`src/rtl/misr_pkg.sv`:
```
// Shared definitions for the MISR signature register: mode codes, FSM states,
// core operation select and the reusable compaction step function.
package misr_pkg;

   // Widest signature the step function supports.
   localparam int unsigned MISR_MAX_W = 64;

   // Manual mode encodings on the mode input.
   localparam logic [1:0] MODE_HOLD     = 2'b00;
   localparam logic [1:0] MODE_COMPRESS = 2'b01;
   localparam logic [1:0] MODE_SHIFT    = 2'b10;
   localparam logic [1:0] MODE_CLEAR    = 2'b11;

   // Session controller states.
   typedef enum logic [1:0] {
      StIdle,
      StRun,
      StCheck,
      StDone
   } misr_state_e;

   // Operation applied to the signature register in a given cycle.
   typedef enum logic [1:0] {
      CoreHold,
      CoreCompress,
      CoreShift,
      CoreLoad
   } core_op_e;

   // One compress step for a signature of 'width' bits held in the low bits of
   // a MISR_MAX_W vector: shift left, fold in POLY when the MSB falls out, XOR
   // in the data word. Bits above 'width' are cleared.
   function automatic logic [MISR_MAX_W-1:0] misr_step(
      input logic [MISR_MAX_W-1:0] sig,
      input logic [MISR_MAX_W-1:0] data,
      input logic [MISR_MAX_W-1:0] poly,
      input int unsigned           width
   );
      logic [MISR_MAX_W-1:0] one;
      logic [MISR_MAX_W-1:0] mask;
      logic [MISR_MAX_W-1:0] fb;
      one  = MISR_MAX_W'(1);
      // Shifting past the top yields zero, so width == MISR_MAX_W gives all ones.
      mask = (one << width) - one;
      fb   = ((sig & (one << (width - 1))) != '0) ? poly : '0;
      return ((sig << 1) ^ fb ^ data) & mask;
   endfunction

endpackage

```
`src/rtl/misr_core.sv`:
```
// Signature register with its step logic: hold, compress, serial shift or
// reload of the seed value, selected by op_i.
module misr_core
   import misr_pkg::*;
#(
   parameter int unsigned      WIDTH = 32,
   parameter logic [WIDTH-1:0] POLY  = '0,
   parameter logic [WIDTH-1:0] SEED  = '0
) (
   input  logic             clk_i,
   input  logic             rst_ni,
   input  core_op_e         op_i,
   input  logic [WIDTH-1:0] data_i,
   input  logic             scan_i,
   output logic [WIDTH-1:0] sig_o
);

   logic [WIDTH-1:0]      sig_q;
   logic [WIDTH-1:0]      sig_d;
   logic [MISR_MAX_W-1:0] step_full;
   logic [WIDTH-1:0]      step_sig;

   assign step_full = misr_step(MISR_MAX_W'(sig_q), MISR_MAX_W'(data_i),
                                MISR_MAX_W'(POLY), WIDTH);
   assign step_sig  = step_full[WIDTH-1:0];

   // Select the next signature value from the requested operation.
   always_comb begin
      sig_d = sig_q;
      unique case (op_i)
         CoreHold:     sig_d = sig_q;
         CoreCompress: sig_d = step_sig;
         CoreShift:    sig_d = {sig_q[WIDTH-2:0], scan_i};
         CoreLoad:     sig_d = SEED;
         default:      sig_d = sig_q;
      endcase
   end

   // Signature register; reset returns it to the seed.
   always_ff @(posedge clk_i or negedge rst_ni) begin
      if (!rst_ni) begin
         sig_q <= SEED;
      end else begin
         sig_q <= sig_d;
      end
   end

   assign sig_o = sig_q;

endmodule

```
`src/rtl/misr_sig_reg.sv`:
```
// Multiple-input signature register with a compaction session controller.
// In IDLE the manual mode drives the register; a start pulse runs a session
// that absorbs num_words valid words, compares against a golden value and
// pulses done.
module misr_sig_reg
   import misr_pkg::*;
#(
   parameter int unsigned      WIDTH = 32,
   parameter logic [WIDTH-1:0] POLY  = WIDTH'(32'h0001_0809),
   parameter logic [WIDTH-1:0] SEED  = '0,
   parameter int unsigned      CNT_W = 16
) (
   input  logic             CK,
   input  logic             RESET,
   input  logic [1:0]       mode,
   input  logic [WIDTH-1:0] data_in,
   input  logic             data_vld,
   input  logic             scan_in,
   output logic             scan_out,
   input  logic             start,
   input  logic [CNT_W-1:0] num_words,
   input  logic [WIDTH-1:0] golden,
   output logic [WIDTH-1:0] sig,
   output logic             busy,
   output logic             done,
   output logic             pass
);

   misr_state_e      state_q, state_d;
   logic [CNT_W-1:0] cnt_q, cnt_d;
   logic [CNT_W-1:0] target_q, target_d;
   logic [WIDTH-1:0] golden_q, golden_d;
   logic             pass_q, pass_d;
   core_op_e         core_op;
   logic [WIDTH-1:0] sig_w;

   misr_core #(
      .WIDTH (WIDTH),
      .POLY  (POLY),
      .SEED  (SEED)
   ) u_core (
      .clk_i  (CK),
      .rst_ni (RESET),
      .op_i   (core_op),
      .data_i (data_in),
      .scan_i (scan_in),
      .sig_o  (sig_w)
   );

   // Session FSM next state, counter/golden capture and core operation select.
   always_comb begin
      state_d  = state_q;
      cnt_d    = cnt_q;
      target_d = target_q;
      golden_d = golden_q;
      pass_d   = pass_q;
      core_op  = CoreHold;
      unique case (state_q)
         StIdle: begin
            if (start) begin
               core_op  = CoreLoad;
               golden_d = golden;
               // A zero word count runs a one-word session.
               target_d = (num_words == '0) ? CNT_W'(1) : num_words;
               cnt_d    = '0;
               pass_d   = 1'b0;
               state_d  = StRun;
            end else begin
               unique case (mode)
                  MODE_HOLD:     core_op = CoreHold;
                  MODE_COMPRESS: core_op = data_vld ? CoreCompress : CoreHold;
                  MODE_SHIFT:    core_op = CoreShift;
                  MODE_CLEAR:    core_op = CoreLoad;
                  default:       core_op = CoreHold;
               endcase
            end
         end
         StRun: begin
            if (data_vld) begin
               core_op = CoreCompress;
               cnt_d   = cnt_q + CNT_W'(1);
               // Compare against target-1 so the counter never has to pass
               // the programmed count, even at the all-ones maximum.
               if (cnt_q == target_q - CNT_W'(1)) begin
                  state_d = StCheck;
               end
            end
         end
         StCheck: begin
            pass_d  = (sig_w == golden_q);
            state_d = StDone;
         end
         StDone: begin
            state_d = StIdle;
         end
         default: begin
            state_d = StIdle;
         end
      endcase
   end

   // Controller state registers.
   always_ff @(posedge CK or negedge RESET) begin
      if (!RESET) begin
         state_q  <= StIdle;
         cnt_q    <= '0;
         target_q <= CNT_W'(1);
         golden_q <= '0;
         pass_q   <= 1'b0;
      end else begin
         state_q  <= state_d;
         cnt_q    <= cnt_d;
         target_q <= target_d;
         golden_q <= golden_d;
         pass_q   <= pass_d;
      end
   end

   assign sig      = sig_w;
   assign scan_out = sig_w[WIDTH-1];
   assign busy     = (state_q != StIdle);
   assign done     = (state_q == StDone);
   assign pass     = pass_q;

endmodule
```
`config.mk`:
```
export PLATFORM = sky130hd
export DESIGN_NAME = misr_sig_reg
export DESIGN_NICKNAME = d
export VERILOG_FILES = /design/src/rtl/misr_pkg.sv /design/src/rtl/misr_core.sv /design/src/rtl/misr_sig_reg.sv
export SDC_FILE = /design/constraint.sdc
export NUM_CORES = 1
export LEC_CHECK = 0
export CAP_MARGIN = 15
export CORE_ASPECT_RATIO = 1.4
export CORE_MARGIN = 2
export CORE_UTILIZATION = 51
export DETAILED_ROUTE_END_ITERATION = 16
export MAX_ROUTING_LAYER = met4
export PLACE_DENSITY = 0.81
export SYNTH_ARGS = -nofsm -noshare
export SYNTH_HDL_FRONTEND = slang
export SYNTH_SLANG_ARGS = --single-unit
export TNS_END_PERCENT = 5
```
`constraint.sdc`:
```
create_clock -name CK -period 3.2 [get_ports CK]
set_clock_uncertainty 0.2 [all_clocks]
set_input_delay 0.8 -clock CK [delete_from_list [all_inputs] [get_ports CK]]
set_output_delay 0.8 -clock CK [all_outputs]
set_load 0.02 [all_outputs]
```
Word-level counts from Yosys, hierarchy flattened
Index checks and enable logic that the tools add are counted.
{ "word_totals": {"reg_bits": 99, "input_bits": 87, "out_inout_bits": 36, "word_cells": 51} }
{ "classes": {"add_sub_neg": 2, "eq_ne": 14, "muxes": 16, "n_bitwise": 2, "reduce_logical": 11} }
{ "op_table": {"columns": ["op", "n"], "rows": [
  ["$pmux 32 s3", 1],
  ["$xor 32x32->32", 2],
  ["$mux 16", 3],
  ["$eq 32x32->1", 1],
  ["$pmux 16 s2", 1],
  ["$mux 17", 1],
  ["$add 16x1->16 const B", 1],
  ["$eq 16x16->1", 1],
  ["$logic_not 16->1", 1],
  ["$pmux 2 s4", 2],
  ["$sub 16x1->16 const B", 1],
  ["$eq 2x2->1 const B", 6],
  ["$mux 2", 4],
  ["$eq 2x1->1 const B", 3],
  ["$logic_not 2->1", 3],
  ["$ne 2x2->1 const B", 3],
  ["$reduce_and 3->1", 2],
  ["$reduce_bool 2->1", 3],
  ["$pmux 2 s2", 1],
  ["$reduce_and 2->1", 2],
  ["$mux 1", 2],
  ["$pmux 1 s2", 1]
]} }

Depth between registers and ports, before layout
Gate-level depths: netlist of run 1.
{ "logic_depth": {"word_depth": 6, "ltp_mapped": 12, "ltp_nobuf": 9} }

Modules after synthesis
From an unflattened synthesis of run 1, not the netlist that was laid out.
{ "unflattened": {"cells_unflattened": 545, "area_unflattened_um2": 5606.6} }
{ "by_module_without_submodules": {"columns": ["mod", "instances", "cells_each", "area_each_um2", "seq_area_each_um2"], "rows": [
  ["misr_sig_reg", 1, 347, 3773.6, 1677.9],
  ["misr_core", 1, 198, 1833.0, 800.8]
]} }

Worst setup path after synthesis of run 1
No wires, ideal clock.
{ "synth_path": {"path_type": "input -> register", "startpoint": "input port data_vld", "endpoint": "register cnt_q[13]", "setup_ps": 132, "arrival_ps": 2191, "required_time_ps": 2868, "setup_slack_ps": 677, "path_stages": 9, "n_path_buf": 2, "path_cell_list": "clkbuf_1 nor2b_1 nor3_1 and3_1 clkbuf_1 and4_1 nand3_1 xor2_1 nor2_1"} }
{ "synth_between": {"elab_chain_len": 2} }
{ "synth_lines": {"columns": ["item", "line", "source"], "rows": [
  ["start, declared", "misr_sig_reg.sv:17", "input logic data_vld,"],
  ["$ne 2x2->1 (no source line)", null, null],
  ["$reduce_and 3->1 (no source line)", null, null],
  ["end signal, assigned", "misr_sig_reg.sv:112", "cnt_q <= cnt_d;"],
  ["end, declared", "misr_sig_reg.sv:30", "logic [CNT_W-1:0] cnt_q, cnt_d;"]
]} }
Every way passes these cells.
A chain may end at the register's enable or synchronous reset.

Final worst setup path of run 1
{ "layout_path": {"startpoint": "register state_q[0]", "endpoint": "output port busy"} }
{ "layout_between": {"elab_chain_len": 1} }
{ "layout_lines": {"columns": ["item", "line", "source"], "rows": [
  ["start, declared", "misr_sig_reg.sv:29", "misr_state_e state_q, state_d;"],
  ["start signal, assigned", "misr_sig_reg.sv:105", "state_q <= StIdle;"],
  ["start signal, assigned", "misr_sig_reg.sv:111", "state_q <= state_d;"],
  ["$reduce_bool 2->1", "misr_sig_reg.sv:121", "assign busy = (state_q != StIdle);"],
  ["end, declared", "misr_sig_reg.sv:24", "output logic busy,"]
]} }
Every way passes these cells.

==> results of run 1 <==
-- cell usage after synthesis (2+ instances only) --
cell type | number | area (sq um)
mux2_2 | 46 | 518
o21ai_0 | 60 | 300
nand3_1 | 19 | 95.1
xor2_1 | 30 | 263
nor2b_1 | 3 | 18.8
mux2i_1 | 3 | 30.0
nor4_2 | 2 | 25.0
a32oi_1 | 30 | 263
and2_1 | 2 | 12.5
xnor2_1 | 39 | 342
buf_1 | 3 | 11.3
and3_1 | 3 | 18.8
nand2b_1 | 2 | 12.5
a21oi_1 | 11 | 55.1
clkbuf_1 | 26 | 97.6
nor4_1 | 7 | 43.8
nor3_1 | 5 | 25.0
o21ai_1 | 14 | 70.1
and4_1 | 2 | 17.5
nand2_1 | 48 | 180
a22oi_1 | 2 | 15.0
inv_1 | 39 | 146
nor3b_1 | 2 | 15.0
or3_1 | 3 | 18.8
nor2_1 | 28 | 105
ha_1 | 6 | 75.1
dfrtp_1 | 98 | 2450
nand4_1 | 7 | 43.8
-- registers in the layout, indices dropped and copies added, names as in the netlist --
signal and count:
golden_q 32, target_q 16, pass 1, state_q 2
u_core.sig_o 32, cnt_q 16
-- layer usage --
metal / up-vias / GRT usage / wire length [um]
li1: 2212 / - / -
met1: 2370 / 0.328 / 5860
met2: 211 / 0.468 / 7970
met3: 37 / 0.0348 / 894
met4: 0 / 0.120 / 542
met5: - / - / 0
-- final cells by class --
| class | instances | share of cell area |
|---|---|---|
| clock buffers | 10 | 0.0316 |
| clock inverters | 6 | 0.0124 |
| inverters | 39 | 0.0202 |
| multi-input cells | 394 | 0.386 |
| flip-flops and latches | 99 | 0.342 |
| well taps | 141 | 0.0243 |
| repair buffers | 135 | 0.183 |
-- path summary, 6_finish.rpt --
check                             start           end  slack, ns  cells past startpoint
max in group asynchronous         RESET  target_q[13]       1.87                      2
setup / recovery             state_q[0]          busy       0.30                      4
min in group CK            golden_q[13]  golden_q[13]       0.33                      1
hold reg to reg            golden_q[13]  golden_q[13]       0.33                      1
setup reg to reg            target_q[0]    state_q[1]       0.42                      9
hold / removal                    RESET   target_q[3]       0.21                      1
-- report_power, final --
group          leakage, nW  internal [mW]  switching (mW)
Combinational         1.54           1.59            1.70
Sequential            1.23           1.79           0.670
Clock                0.141          0.686           0.485
Total                 2.91           4.06            2.86
-- through the flow --
stage	util	hold WS, ns	power (mW)	cell area, sq um	setup slack, ns
2_1_floorplan	-	0.295	4.51	5520	0.677
3_3_place_gp	0.647	0.310	5.60	6930	0.259
3_5_place_dp	0.647	0.317	5.73	6930	0.192
4_1_cts	0.677	0.219	6.93	7250	0.283
5_1_grt	0.677	0.247	7.34	7250	0.172
6_report	0.677	0.215	6.92	7250	0.297
-- cells by family after synthesis --
| group | Yosys count | share of synthesized area |
|---|---|---|
| compound gates | 127 | 0.145 |
| mux | 50 | 0.102 |
| fa+ha+maj | 6 | 0.0136 |
| flops | 99 | 0.449 |
| buf+inv | 69 | 0.0476 |
| xor+xnor | 69 | 0.109 |
| simple gates | 142 | 0.133 |
-- critical path: cells and delay by family (launching register included) --
family / cells / cell delay (ns)
fa+ha+maj: 1 / 0.34
buf+inv: 3 / 0.82
flops: 1 / 0.40
==> results.json, run 1 <==
{
  "drcViolationCount": 0,
  "cts_root_buffer": "clkbuf_16",
  "layout-drive-gt1-share": 0.132,
  "place_inst": 808,
  "ios": 123,
  "cap_violations": 0,
  "cp_slowest_cell": "clkdlybuf4s50_1",
  "seqCellArea_sq_um": 2480,
  "gp_congestion": 0.945,
  "hp-class": "input port to async pin",
  "async_reset_ff_frac": 1.00,
  "wirelength_mm": 15.3,
  "rsz0062_at_grt": "false",
  "cts.sinks": 99,
  "grt_pass1_vias": 4922,
  "syn_area_per_cell_sq_um": 9.83,
  "syn2layout_area_growth_pct": 31.2,
  "io_buffers": 122,
  "stdcell_count": 824,
  "start_kind": "flip-flop",
  "clock_latency_ns": 0.35,
  "layout_commonest_cell": "clkdlybuf4s50_1",
  "ir_drop_uv": 451,
  "post_cts_buffers": 0,
  "die_area_sq_um": 11700,
  "netlist-cell-type-count": 50,
  "arrival_ns": 1.90,
  "num_rows": 45,
  "final_antenna_net_count": 0,
  "slew_headroom": 0.653,
  "clkTransAtPathRegs_ns": 0.07,
  "layout_common_cells": "clkdlybuf4s50_1 (121), dfrtp_1 (98), o21ai_0 (60)",
  "grt_max_degree": 66,
  "cp.required_ns": 2.20,
  "tightest_slew_ns": 0.520,
  "setup.worst_path.end_class": "output pin",
  "first_pass_iters": 5,
  "post-dp-hpwl_mm": 10.8,
  "start_util": 0.516,
  "via_per_inst": 5.86,
  "dieWidth_um": 92.0,
  "final.period_utilization": 0.907,
  "p_leak_nw": 2.91,
  "cts_resized": 0,
  "slew_viol_final": 0,
  "cts_tree": "done",
  "wl_per_cell_um": 18.5,
  "criticalPathCategory": "flip-flop to output pin",
  "synth_edf_count": 0,
  "power_density_nw_per_um2": 955,
  "setup_violations": 0,
  "max_stage_delay_ns": 0.56,
  "layout.nets": 771,
  "status": "completed",
  "fin_crit_ns": 2.90,
  "cpMostUsedCell": "inv_1",
  "synth_seq_cells": 99,
  "multi_input_area_sq_um": 2800,
  "clock_path_buffers": 2,
  "htreeDepth": 3,
  "synth_area_sq_um": 5520,
  "core_sq_um": 10700,
  "die_h_um": 127,
  "grt_overflow": 0,
  "cts_made_buffers": 9,
  "syn_inst": 562,
  "antenna_cells": 0,
  "vias": 4830,
  "grt_use_total": 0.275,
  "setup_tns_ns": 0,
  "ys_seq_area_frac": 0.449,
  "fill_cells": 833,
  "hold_buffers": 0,
  "grt_pass1_wl_mm": 24.5,
  "timing.final.hold_violations": 0,
  "worstPathCellList": "inv_1, ha_1, inv_1, clkdlybuf4s50_1",
  "crit_path_max_fanout": 11,
  "ys.warnings.count": 0,
  "antenna_found_initial": 0,
  "synthFlopType": "dfrtp_1",
  "fmax_mhz": 344,
  "synthesis.nets": 655,
  "drt_iter0_drc": 206
}
Power figures use the tool's default switching activity.
==> inputs of run 2 (changes only) <==
- CORE_UTILIZATION: 51 -> 47
- PLACE_DENSITY: 0.81 -> 0.75
==> run 2 against run 1 <==
Against the previous run:
- sequential power about the same
- worst setup slack got worse by 0.037 ns
- register-to-register slack about the same
- first-iteration DRC count unchanged
- hold slack improved by 0.074 ns
- fmax decreased by 1.3%
- clock-buffer cell count increased by 2
- critical endpoint unchanged
- largest cell class unchanged
==> results.json, run 2 (synthesis results as in run 1) <==
{
  "r2r-start": "target_q[5]",
  "stdcell_count": 827,
  "via_per_inst": 5.79,
  "final.period_utilization": 0.919,
  "gp_congestion": 0.911,
  "clock_latency_ns": 0.34,
  "hold_slack_ns": 0.289,
  "cp.required_ns": 2.20,
  "grt_pass1_vias": 4955,
  "vias": 4791,
  "num_rows": 46,
  "layout.nets": 772,
  "clock_path_buffers": 2,
  "start_kind": "flip-flop",
  "cap_violations": 0,
  "place_inst": 812,
  "tightest_slew_ns": 0.553,
  "antenna_cells": 0,
  "htreeDepth": 3,
  "placed_cell_area_sq_um": 6950,
  "clkTransAtPathRegs_ns": 0.06,
  "post-dp-hpwl_mm": 10.9,
  "p_total_mw": 6.87,
  "grt_overflow": 0,
  "met1_length_mm": 6.05,
  "rsz0062_at_grt": "false",
  "core_sq_um": 11400,
  "highest_layer": "met4",
  "layout-drive-gt1-share": 0.132,
  "grt_pass1_wl_mm": 24.5,
  "setup_tns_ns": 0,
  "fmax_mhz": 340,
  "hp-class": "input port to async pin",
  "p_leak_nw": 2.93,
  "slew_headroom": 0.632,
  "cts_made_buffers": 9,
  "cts.sinks": 99,
  "slew_viol_final": 0,
  "cts_root_buffer": "clkbuf_16",
  "drcViolationCount": 0,
  "crit_path_max_fanout": 11,
  "power_density_nw_per_um2": 948,
  "ios": 123,
  "dr_wl_met2_mm": 7.64,
  "arrival_ns": 1.94,
  "die_h_um": 132,
  "grt_use_total": 0.255,
  "cts_tree": "done",
  "syn2layout_area_growth_pct": 31.3,
  "startpoint": "state_q[0]",
  "drt_iter0_drc": 206,
  "io_buffers": 122,
  "antenna_found_initial": 0,
  "layout_common_cells": "clkdlybuf4s50_1 (121), dfrtp_1 (98), o21ai_0 (60)",
  "status": "completed",
  "setup_violations": 0,
  "grt_max_degree": 100,
  "timing.final.hold_violations": 0,
  "first_pass_iters": 4,
  "layout_commonest_cell": "clkdlybuf4s50_1",
  "start_util": 0.485,
  "die_area_sq_um": 12600,
  "wirelength_mm": 15.2,
  "fin_crit_ns": 2.94,
  "wl_per_cell_um": 18.4,
  "dr_wl_met3_um": 849,
  "dieWidth_um": 95.6,
  "rrSetupSlack_ns": 0.41,
  "hold_buffers": 0,
  "criticalPathCategory": "flip-flop to output pin",
  "post_cts_buffers": 0,
  "cts_resized": 0,
  "setup.worst_path.end_class": "output pin",
  "ir_drop_uv": 514,
  "final_antenna_net_count": 0,
  "design_area_sq_um": 7250
}
-- run 2: cell count changes in the layout (fill, tap and decap cells not counted), sizes merged --
cell,change
inv,+1
clkinvlp,-3
bufinv,-1
buf,+1
clkbuf,+2
-- run 2: metal layers --
layer,track usage,vias to the layer above
met1,0.302,2345
li1,-,2212
met4,0.116,0
met2,0.415,192
met5,-,-
met3,0.0475,42
-- run 2: power by group --
group	switching, mW	internal [mW]	leakage, nW	total, mW
logic	1.70	1.62	1.55	3.31
registers	0.663	1.79	1.23	2.45
clock network	0.457	0.648	0.145	1.10
total	2.82	4.06	2.93	6.87
-- run 2: layout make-up --
class                      count  area (sq um)
timing repair buffer         136          1350
clock inverter                 3          46.3
fill                         941          4140
inverter                      39           146
sequential                    99          2480
multi-input combinational    394          2800
tap                          144           180
clock buffer                  12           256
-- run 2: stage by stage --
step           utilization  worst slack, ns
2_1_floorplan            -            0.677
6_report             0.636            0.260
5_1_grt              0.636            0.140
4_1_cts              0.636            0.265
3_5_place_dp         0.610            0.132
3_3_place_gp         0.610            0.219
-- run 2: critical path, cell delays in order, from the launching register on --
cell,delay (ns)
dfrtp_1,0.40
inv_1,0.12
ha_1,0.37
inv_1,0.15
clkdlybuf4s50_1,0.56
-- run 2: worst paths after layout --
check,end,depth (start not counted)
worst max-delay path,busy,4
worst min-delay path,cnt_q[2],2
worst max register to register,state_q[1],7
worst min register to register,target_q[0],2
max in group asynchronous,target_q[0],2
min in group CK,target_q[0],2
